**config.mk**
```make
export PLATFORM = sky130hd
export DESIGN_NAME = pong_video_renderer
export DESIGN_NICKNAME = d
export VERILOG_FILES = /design/src/rtl/pong_video_renderer.sv
export SDC_FILE = /design/constraint.sdc
export NUM_CORES = 1
export LEC_CHECK = 0
export CAP_MARGIN = 10
export CORE_ASPECT_RATIO = 2
export CORE_MARGIN = 5
export CORE_UTILIZATION = 59
export CTS_BUF_LIST = sky130_fd_sc_hd__clkbuf_8
export DETAILED_ROUTE_END_ITERATION = 10
export PLACE_DENSITY_LB_ADDON = 0.3
export SYNTH_ARGS = -nofsm -noshare
export SYNTH_HDL_FRONTEND = slang
export SYNTH_SLANG_ARGS = --single-unit
```
**constraint.sdc**
```tcl
create_clock -name clk -period 3.6 [get_ports clk]
set_clock_uncertainty 0.1 [all_clocks]
set_input_delay 0.36 -clock clk [delete_from_list [all_inputs] [get_ports clk]]
set_output_delay 0.36 -clock clk [all_outputs]
set_load 0.05 [all_outputs]
```
**src/rtl/pong_video_renderer.sv**
```systemverilog
// pong_video_renderer: VGA raster generator that draws the pong pads, ball and net from a per-frame snapshot of game state.
module pong_video_renderer #(
  parameter int CLK_DIV      = 2,
  parameter int H_ACTIVE     = 640,
  parameter int H_FP         = 16,
  parameter int H_SYNC       = 96,
  parameter int H_BP         = 48,
  parameter int V_ACTIVE     = 480,
  parameter int V_FP         = 10,
  parameter int V_SYNC       = 2,
  parameter int V_BP         = 33,
  parameter int PAD_WIDTH    = 8,
  parameter int PAD_HEIGHT   = 64,
  parameter int PAD_DISTANCE = 16,
  parameter int BALL_SIZE    = 4
) (
  input  logic       clk,
  input  logic       rst_n,
  input  logic [9:0] pad_left,
  input  logic [9:0] pad_right,
  input  logic [9:0] ball_x,
  input  logic [8:0] ball_y,
  output logic       hsync,
  output logic       vsync,
  output logic [2:0] rgb,
  output logic       frame_start
);
  localparam int H_TOTAL = H_ACTIVE + H_FP + H_SYNC + H_BP;
  localparam int V_TOTAL = V_ACTIVE + V_FP + V_SYNC + V_BP;
  localparam int DW = CLK_DIV > 1 ? $clog2(CLK_DIV) : 1;
  localparam logic signed [11:0] GY0  = 12'(V_ACTIVE - 1);
  localparam logic signed [11:0] BS1  = 12'(BALL_SIZE - 1);
  localparam logic signed [11:0] PH2  = 12'(PAD_HEIGHT / 2);
  localparam logic signed [11:0] LP0  = 12'(PAD_DISTANCE);
  localparam logic signed [11:0] LP1  = 12'(PAD_DISTANCE + PAD_WIDTH);
  localparam logic signed [11:0] RP0  = 12'(H_ACTIVE - PAD_DISTANCE - PAD_WIDTH);
  localparam logic signed [11:0] RP1  = 12'(H_ACTIVE - PAD_DISTANCE);
  logic [DW-1:0] div;
  logic          pe;
  logic [9:0]    h, v;
  logic [9:0]    sh_pl, sh_pr, sh_bx;
  logic [8:0]    sh_by;
  logic          h_end, v_end, active, hit_ball, hit_pad, hit_net, hs_n, vs_n;
  logic [2:0]    pix;
  logic signed [11:0] x, gy, bx0, bx1, by0, by1, dl, dr;
  assign pe = (div == '0);
  always_ff @(posedge clk or negedge rst_n)
    if (!rst_n) div <= '0;
    else div <= (div == DW'(CLK_DIV - 1)) ? '0 : div + 1'b1;
  assign h_end = (h == 10'(H_TOTAL - 1));
  assign v_end = (v == 10'(V_TOTAL - 1));
  always_ff @(posedge clk or negedge rst_n)
    if (!rst_n) begin
      h <= '0;
      v <= '0;
    end else if (pe) begin
      h <= h_end ? '0 : h + 1'b1;
      if (h_end) v <= v_end ? '0 : v + 1'b1;
    end
  // Game state is latched during vertical blanking so a frame never tears.
  always_ff @(posedge clk or negedge rst_n)
    if (!rst_n) begin
      sh_pl <= '0;
      sh_pr <= '0;
      sh_bx <= '0;
      sh_by <= '0;
    end else if (pe && h == '0 && v == 10'(V_ACTIVE)) begin
      sh_pl <= pad_left;
      sh_pr <= pad_right;
      sh_bx <= ball_x;
      sh_by <= ball_y;
    end
  always_comb begin
    active   = (h < 10'(H_ACTIVE)) && (v < 10'(V_ACTIVE));
    x        = $signed({2'b00, h});
    gy       = GY0 - $signed({2'b00, v});
    bx0      = $signed({2'b00, sh_bx});
    bx1      = bx0 + BS1;
    by0      = $signed({3'b000, sh_by});
    by1      = by0 + BS1;
    dl       = gy - $signed({2'b00, sh_pl});
    dr       = gy - $signed({2'b00, sh_pr});
    hit_ball = active && x >= bx0 && x <= bx1 && gy >= by0 && gy <= by1;
    hit_pad  = active && ((x >= LP0 && x < LP1 && dl >= -PH2 && dl <= PH2) ||
                          (x >= RP0 && x < RP1 && dr >= -PH2 && dr <= PH2));
    hit_net  = active && (h == 10'(H_ACTIVE / 2 - 1) || h == 10'(H_ACTIVE / 2)) && !v[4];
    pix      = hit_ball ? 3'b110 : hit_pad ? 3'b111 : hit_net ? 3'b010 : 3'b000;
    hs_n     = !(h >= 10'(H_ACTIVE + H_FP) && h < 10'(H_ACTIVE + H_FP + H_SYNC));
    vs_n     = !(v >= 10'(V_ACTIVE + V_FP) && v < 10'(V_ACTIVE + V_FP + V_SYNC));
  end
  always_ff @(posedge clk or negedge rst_n)
    if (!rst_n) begin
      hsync       <= 1'b1;
      vsync       <= 1'b1;
      rgb         <= 3'b000;
      frame_start <= 1'b0;
    end else begin
      frame_start <= pe && h == '0 && v == '0;
      if (pe) begin
        hsync <= hs_n;
        vsync <= vs_n;
        rgb   <= pix;
      end
    end
endmodule

```
==> Word level (Yosys, flattened, before mapping) <==
Cells that the tools add are included.
{ "classes": {"n_addsub": 8, "n_lt_le_gt_ge": 18, "eq_ne": 5, "mux": 6, "bitwise_logic": 1, "reduce_logical": 27} }
{ "ops": {"columns": ["operator", "n"], "rows": [
  ["== test 10 x 9 -> 1 bit, second input constant", 3],
  ["< comparator 10 bit, second input constant", 3],
  [">= comparator 12 x 6 -> 1 bit, second input constant", 2],
  ["<= comparator 12 x 7 -> 1 bit, second input constant", 2],
  ["subtractor 11 x 11 -> 12 bit", 2],
  ["adder 10 x 1 -> 10 bit, second input constant", 2],
  ["== test 10 bit, second input constant", 2],
  [">= comparator 10 bit, second input constant", 2],
  ["logical NOT 10 bit", 2],
  ["< comparator 10 x 9 -> 1 bit, second input constant", 2],
  ["2-to-1 mux 10 bit", 2],
  ["logical AND 1 bit", 19],
  ["adder 10 x 2 -> 11 bit, second input constant", 1],
  [">= comparator 11 x 10 -> 1 bit", 1],
  ["<= comparator 10 x 11 -> 1 bit", 1],
  ["<= comparator 11 bit", 1],
  ["subtractor 9 x 10 -> 11 bit, first input constant", 1],
  ["adder 9 x 2 -> 10 bit, second input constant", 1],
  [">= comparator 10 bit", 1],
  [">= comparator 10 x 5 -> 1 bit, second input constant", 1],
  [">= comparator 10 x 9 -> 1 bit, second input constant", 1],
  ["< comparator 10 x 5 -> 1 bit, second input constant", 1],
  ["2-to-1 mux 3 bit", 2],
  ["logical NOT 1 bit", 3],
  ["6 further kinds", 7]
]} }
{ "word_totals": {"regBits": 66, "in_bits": 41, "out_inout_bits": 6, "elab_cells": 76} }

==> Depth between registers and ports, before layout <==
{ "logic_depth": {"depth_word": 9, "ltp_mapped": 14} }

==> Worst setup path before layout <==
Ideal clock, no wire load.
{ "synth_timing": {"kind": "register to register", "start": "register v[0]", "end": "register rgb[0]", "arrival_time_ps": 2662, "required_time_ps": 3434, "path_slack_ps": 772, "stages_incl_launch_ff": 12, "path_buffers": 0, "path_cell_list": "dfrtp_1 > ha_1 > inv_1 > fa_1 > a21o_1 > a21oi_2 > xnor2_1 > nor4b_2 > a21boi_1 > or4_1 > a31oi_1 > a22o_1"} }
{ "synth_between": {"elab_chain_cells": 9, "elab_cells_between_ends": 23} }
{ "synth_rtl": {"columns": ["item", "line", "source"], "rows": [
  ["from (decl)", "40", "logic [9:0] h, v;"],
  ["from (signal assigned)", "58", "if (h_end) v <= v_end ? '0 : v + 1'b1;"],
  ["subtractor 9 x 10 -> 11 bit", "76", "gy = GY0 - $signed({2'b00, v});"],
  ["subtractor 11 x 11 -> 12 bit, on equally long branches", "81, 82", null],
  [">= comparator 12 x 6 -> 1 bit, on equally long branches", "84, 85", null],
  ["logical AND 1 bit, on equally long branches (2 in series)", "84, 85", null],
  ["logical OR 1 bit", "84", "hit_pad = active && ((x >= LP0 && x < LP1 && dl >= -PH2 && dl <= PH2) ||"],
  ["logical AND 1 bit", "84", null],
  ["2-to-1 mux 3 bit", "87", "pix = hit_ball ? 3'b110 : hit_pad ? 3'b111 : hit_net ? 3'b010 : 3'b000;"],
  ["2-to-1 mux 3 bit *", "87", null],
  ["to (signal assigned)", "102", "rgb <= pix;"],
  ["to (decl)", "25", "output logic [2:0] rgb,"]
]} }
Every way passes the cells marked *; elsewhere a longest branch is shown, timed or not.
A chain may end at the register's enable or synchronous reset.

==> Final worst setup path <==
{ "layout_timing": {"start": "register v[5]", "end": "register rgb[0]"} }
The elaborated chain is that of the path after synthesis.

==> results.yml <==
run_status:
  status: "finished clean"
timing:
  finalHoldViolations: 0
  rsz0062_at_grt: "false"
  maxSlewViolCount: 0
  worstMarginPinSlew_ps: 1080
  fmax_mhz: 301
  tns_ps: 0
  worst_slack_ps: 280
  fin_crit_ps: 3320
  setup_viol: 0
  slew_headroom: 0.278
  period_share: 0.922
yosys:
  yosysTopAreaCellShare: 0.309
  synthFlopType: "dfrtp_1"
  synthCells: 603
  synth_cell_type_count: 63
  ys_warn_count: 0
  syn_area_um2: 5180
  yosysMostFrequentCell: "ha_1"
  ys_ff_latch: 66
  netlist_top_cells_count: "ha_1 (66), dfrtp_1 (64), nand2_1 (64)"
  syn-num-nets: 712
  synth.area.top_cells: "dfrtp_1 (31%), ha_1 (16%), xnor2_1 (5.2%), nand2_1 (4.6%), inv_1 (4.2%)"
  yosysTopAreaCell: "dfrtp_1"
  synth-async-reset-ratio: 1.00
  ys_seq_area_frac: 0.319
  synth-edff-count: 0
  syn_area_per_cell_um2: 8.60
worst_setup_path:
  crit_buf_inv: 1
  r2r_start: "v[5]"
  r2r_slack_ps: 280
  setup.worst_path.start_class: "flop"
  critPathRequiredTime_ps: 3800
  arrival_ps: 3520
  slowest_stage: "dfrtp_2"
  path_class: "flop to flop"
  critPathMaxFanout: 10
  crit_chain: "ha_1, nand3_1, xnor2_2, ha_1, inv_1, o221ai_1, xnor2_1, o31a_1, nor4_1, a32oi_1, a31oi_1, a22o_1"
  critical_path.top_delay_family: "compound AO/OA/AOI/OAI gates"
  reg2reg_depth: 12
  cp-end-kind: "flop"
  r2r-end: "rgb[0]"
  path_common_cell: "ha_1"
  critPathMaxStageDelay_ps: 480
floorplanning:
  die_y_um: 143
  num_io_pins: 47
  num_rows: 48
  die_w_um: 76.3
  dieArea_um2: 10900
  core_um2: 8590
  start_util: 0.604
power_and_ir_drop:
  clock_power_share: 0.416
  p_leak_nw: 2.76
  internal_power_mw: 1.03
  p_sw_frac: 0.245
  ir_worst_vdd_uv: 228
  pwr-share-seq: 0.542
  p_sw_mw: 0.335
  power.density_nw_per_um2: 229
  power_frac_comb: 0.043
clock_network:
  cts_tree: "done"
  h-tree-depth: 3
  clkSlewWorstSetupHoldPaths_ps: 80
  clock_sinks: 66
  worstSkewPairLatency_ps: 360
  cts_buffers: 9
  ctsLongestPathBuffers: 2
  clk_root_buffer_cell: "clkbuf_8"
detailed_routing:
  wl_per_cell_um: 18.6
  drc: 0
  vias: 4702
  ant_nets: 0
  viasPerCell: 6.22
  drt_iter0_markers: 310
  dr.pass1.iters: 5
  totalWireLength_um: 14100
global_route:
  use_met3: 0.0406
  met1_usage: 0.258
  grt_busiest_layer: "met2"
  gr-total-overflow: 0
  grt_use_met2: 0.508
  grt_pass1_vias: 5009
  track_usage: 0.271
  grt_pass1_wl_um: 23500
  grt_max_degree: 48
  antenna_found_initial: 0
placement:
  dp_hpwl_um: 11300
  place_congestion: 0.991
  io_buffers: 46
  dpl_worst_slack_ps: 190
hold_path:
  holdCritPathClass: "input pin to async pin"
finish:
  layout.nets: 760
  syn_to_final_growth_pct: 15.0
  diodes: 0
  drive_gt1_frac: 0.0640
flow_run:
  cap_violations: 0
-- routing by layer --
metal / vias up / part of all wire
met3: 62 / 0.042
met1: 2226 / 0.34
met2: 175 / 0.55
li1: 2239 / -
met4: 0 / 0.067
met5: - / 0
-- worst max-delay path by stage --
stage / slack [ps] / from / end / depth (start not counted)
global route: 100 / v[5] / rgb[1] / 12
global placement: 280 / v[5] / rgb[0] / 12
CTS: 140 / v[5] / rgb[0] / 12
floorplan: 770 / v[0] / rgb[0] / 11
finish: 280 / v[5] / rgb[0] / 12
detailed placement: 190 / v[5] / rgb[0] / 12
-- placed cells by master, fill, tap and decap left out, drive strengths merged, types with 5 or more instances in the layout --
master	synthesis	layout
o21ai	72	72
ha	66	66
nand2	64	64
dfrtp	64	64
inv	58	59
clkdlybuf4s50	0	45
xnor2	32	32
nor2	30	30
a21oi	26	26
nand3	17	17
nor3	13	13
xor2	12	12
nand4	12	12
buf	11	12
nor4	9	9
clkbuf	9	9
a211oi	7	7
a31oi	7	7
a21o	7	7
and3	7	7
or3	6	6
nor2b	6	6
nand2b	6	6
o21a	5	5
-- cell families after synthesis --
group,synth area share
xor gates and xnor gates,0.0779
DFF,0.319
and+or+nand+nor,0.172
AOI/OAI and AO/OA,0.186
buffers and inverters,0.0615
adders and majority gates,0.167
muxes,0.0164
-- flip-flops by register name, indices dropped and copies added, names as in the netlist --
signal	cells
hsync	1
sh_bx	10
frame_start	1
sh_pr	10
vsync	1
sh_by	9
sh_pl	10
v	10
h	10
div	1
rgb	3
-- through the flow --
| stage | hold slack, ps | util | std cells | instance area (um2) | total power [mW] |
|---|---|---|---|---|---|
| finish | 80.3 | 0.694 | 756 | 5960 | 1.37 |
| global route | 185 | 0.694 | 756 | 5960 | 1.42 |
| CTS | 113 | 0.692 | 756 | 5950 | 1.38 |
| floorplan | -35.6 | - | 603 | 5180 | 0.756 |
| global placement | 355 | 0.671 | 740 | 5770 | 0.814 |
| detailed placement | 361 | 0.671 | 740 | 5770 | 0.815 |
-- what timing repair did --
action,4_1_cts,5_1_grt
endpoints found under the setup margin,0,3
setup buffers,0,0
resized for setup,0,3
hold buffers,0,0
-- final cells by class --
type | instances | area (um2)
inverters | 58 | 218
clock inverters | 7 | 55.1
fillers | 684 | 2630
flip-flops and latches | 66 | 1660
repair buffers | 57 | 551
multi-input cells | 459 | 3230
well taps | 100 | 125
clock buffers | 9 | 124
-- power groups by stage --
stage	Clock (mW)	Combinational [mW]	Sequential, mW
3_5_place_dp	0	0.0593	0.755
6_report	0.568	0.0583	0.741
2_1_floorplan	0	0.000478	0.756
4_1_cts	0.579	0.0597	0.741
5_1_grt	0.616	0.0640	0.741
3_3_place_gp	0	0.0586	0.755
No activity file was read; power rests on OpenSTA's default activity.
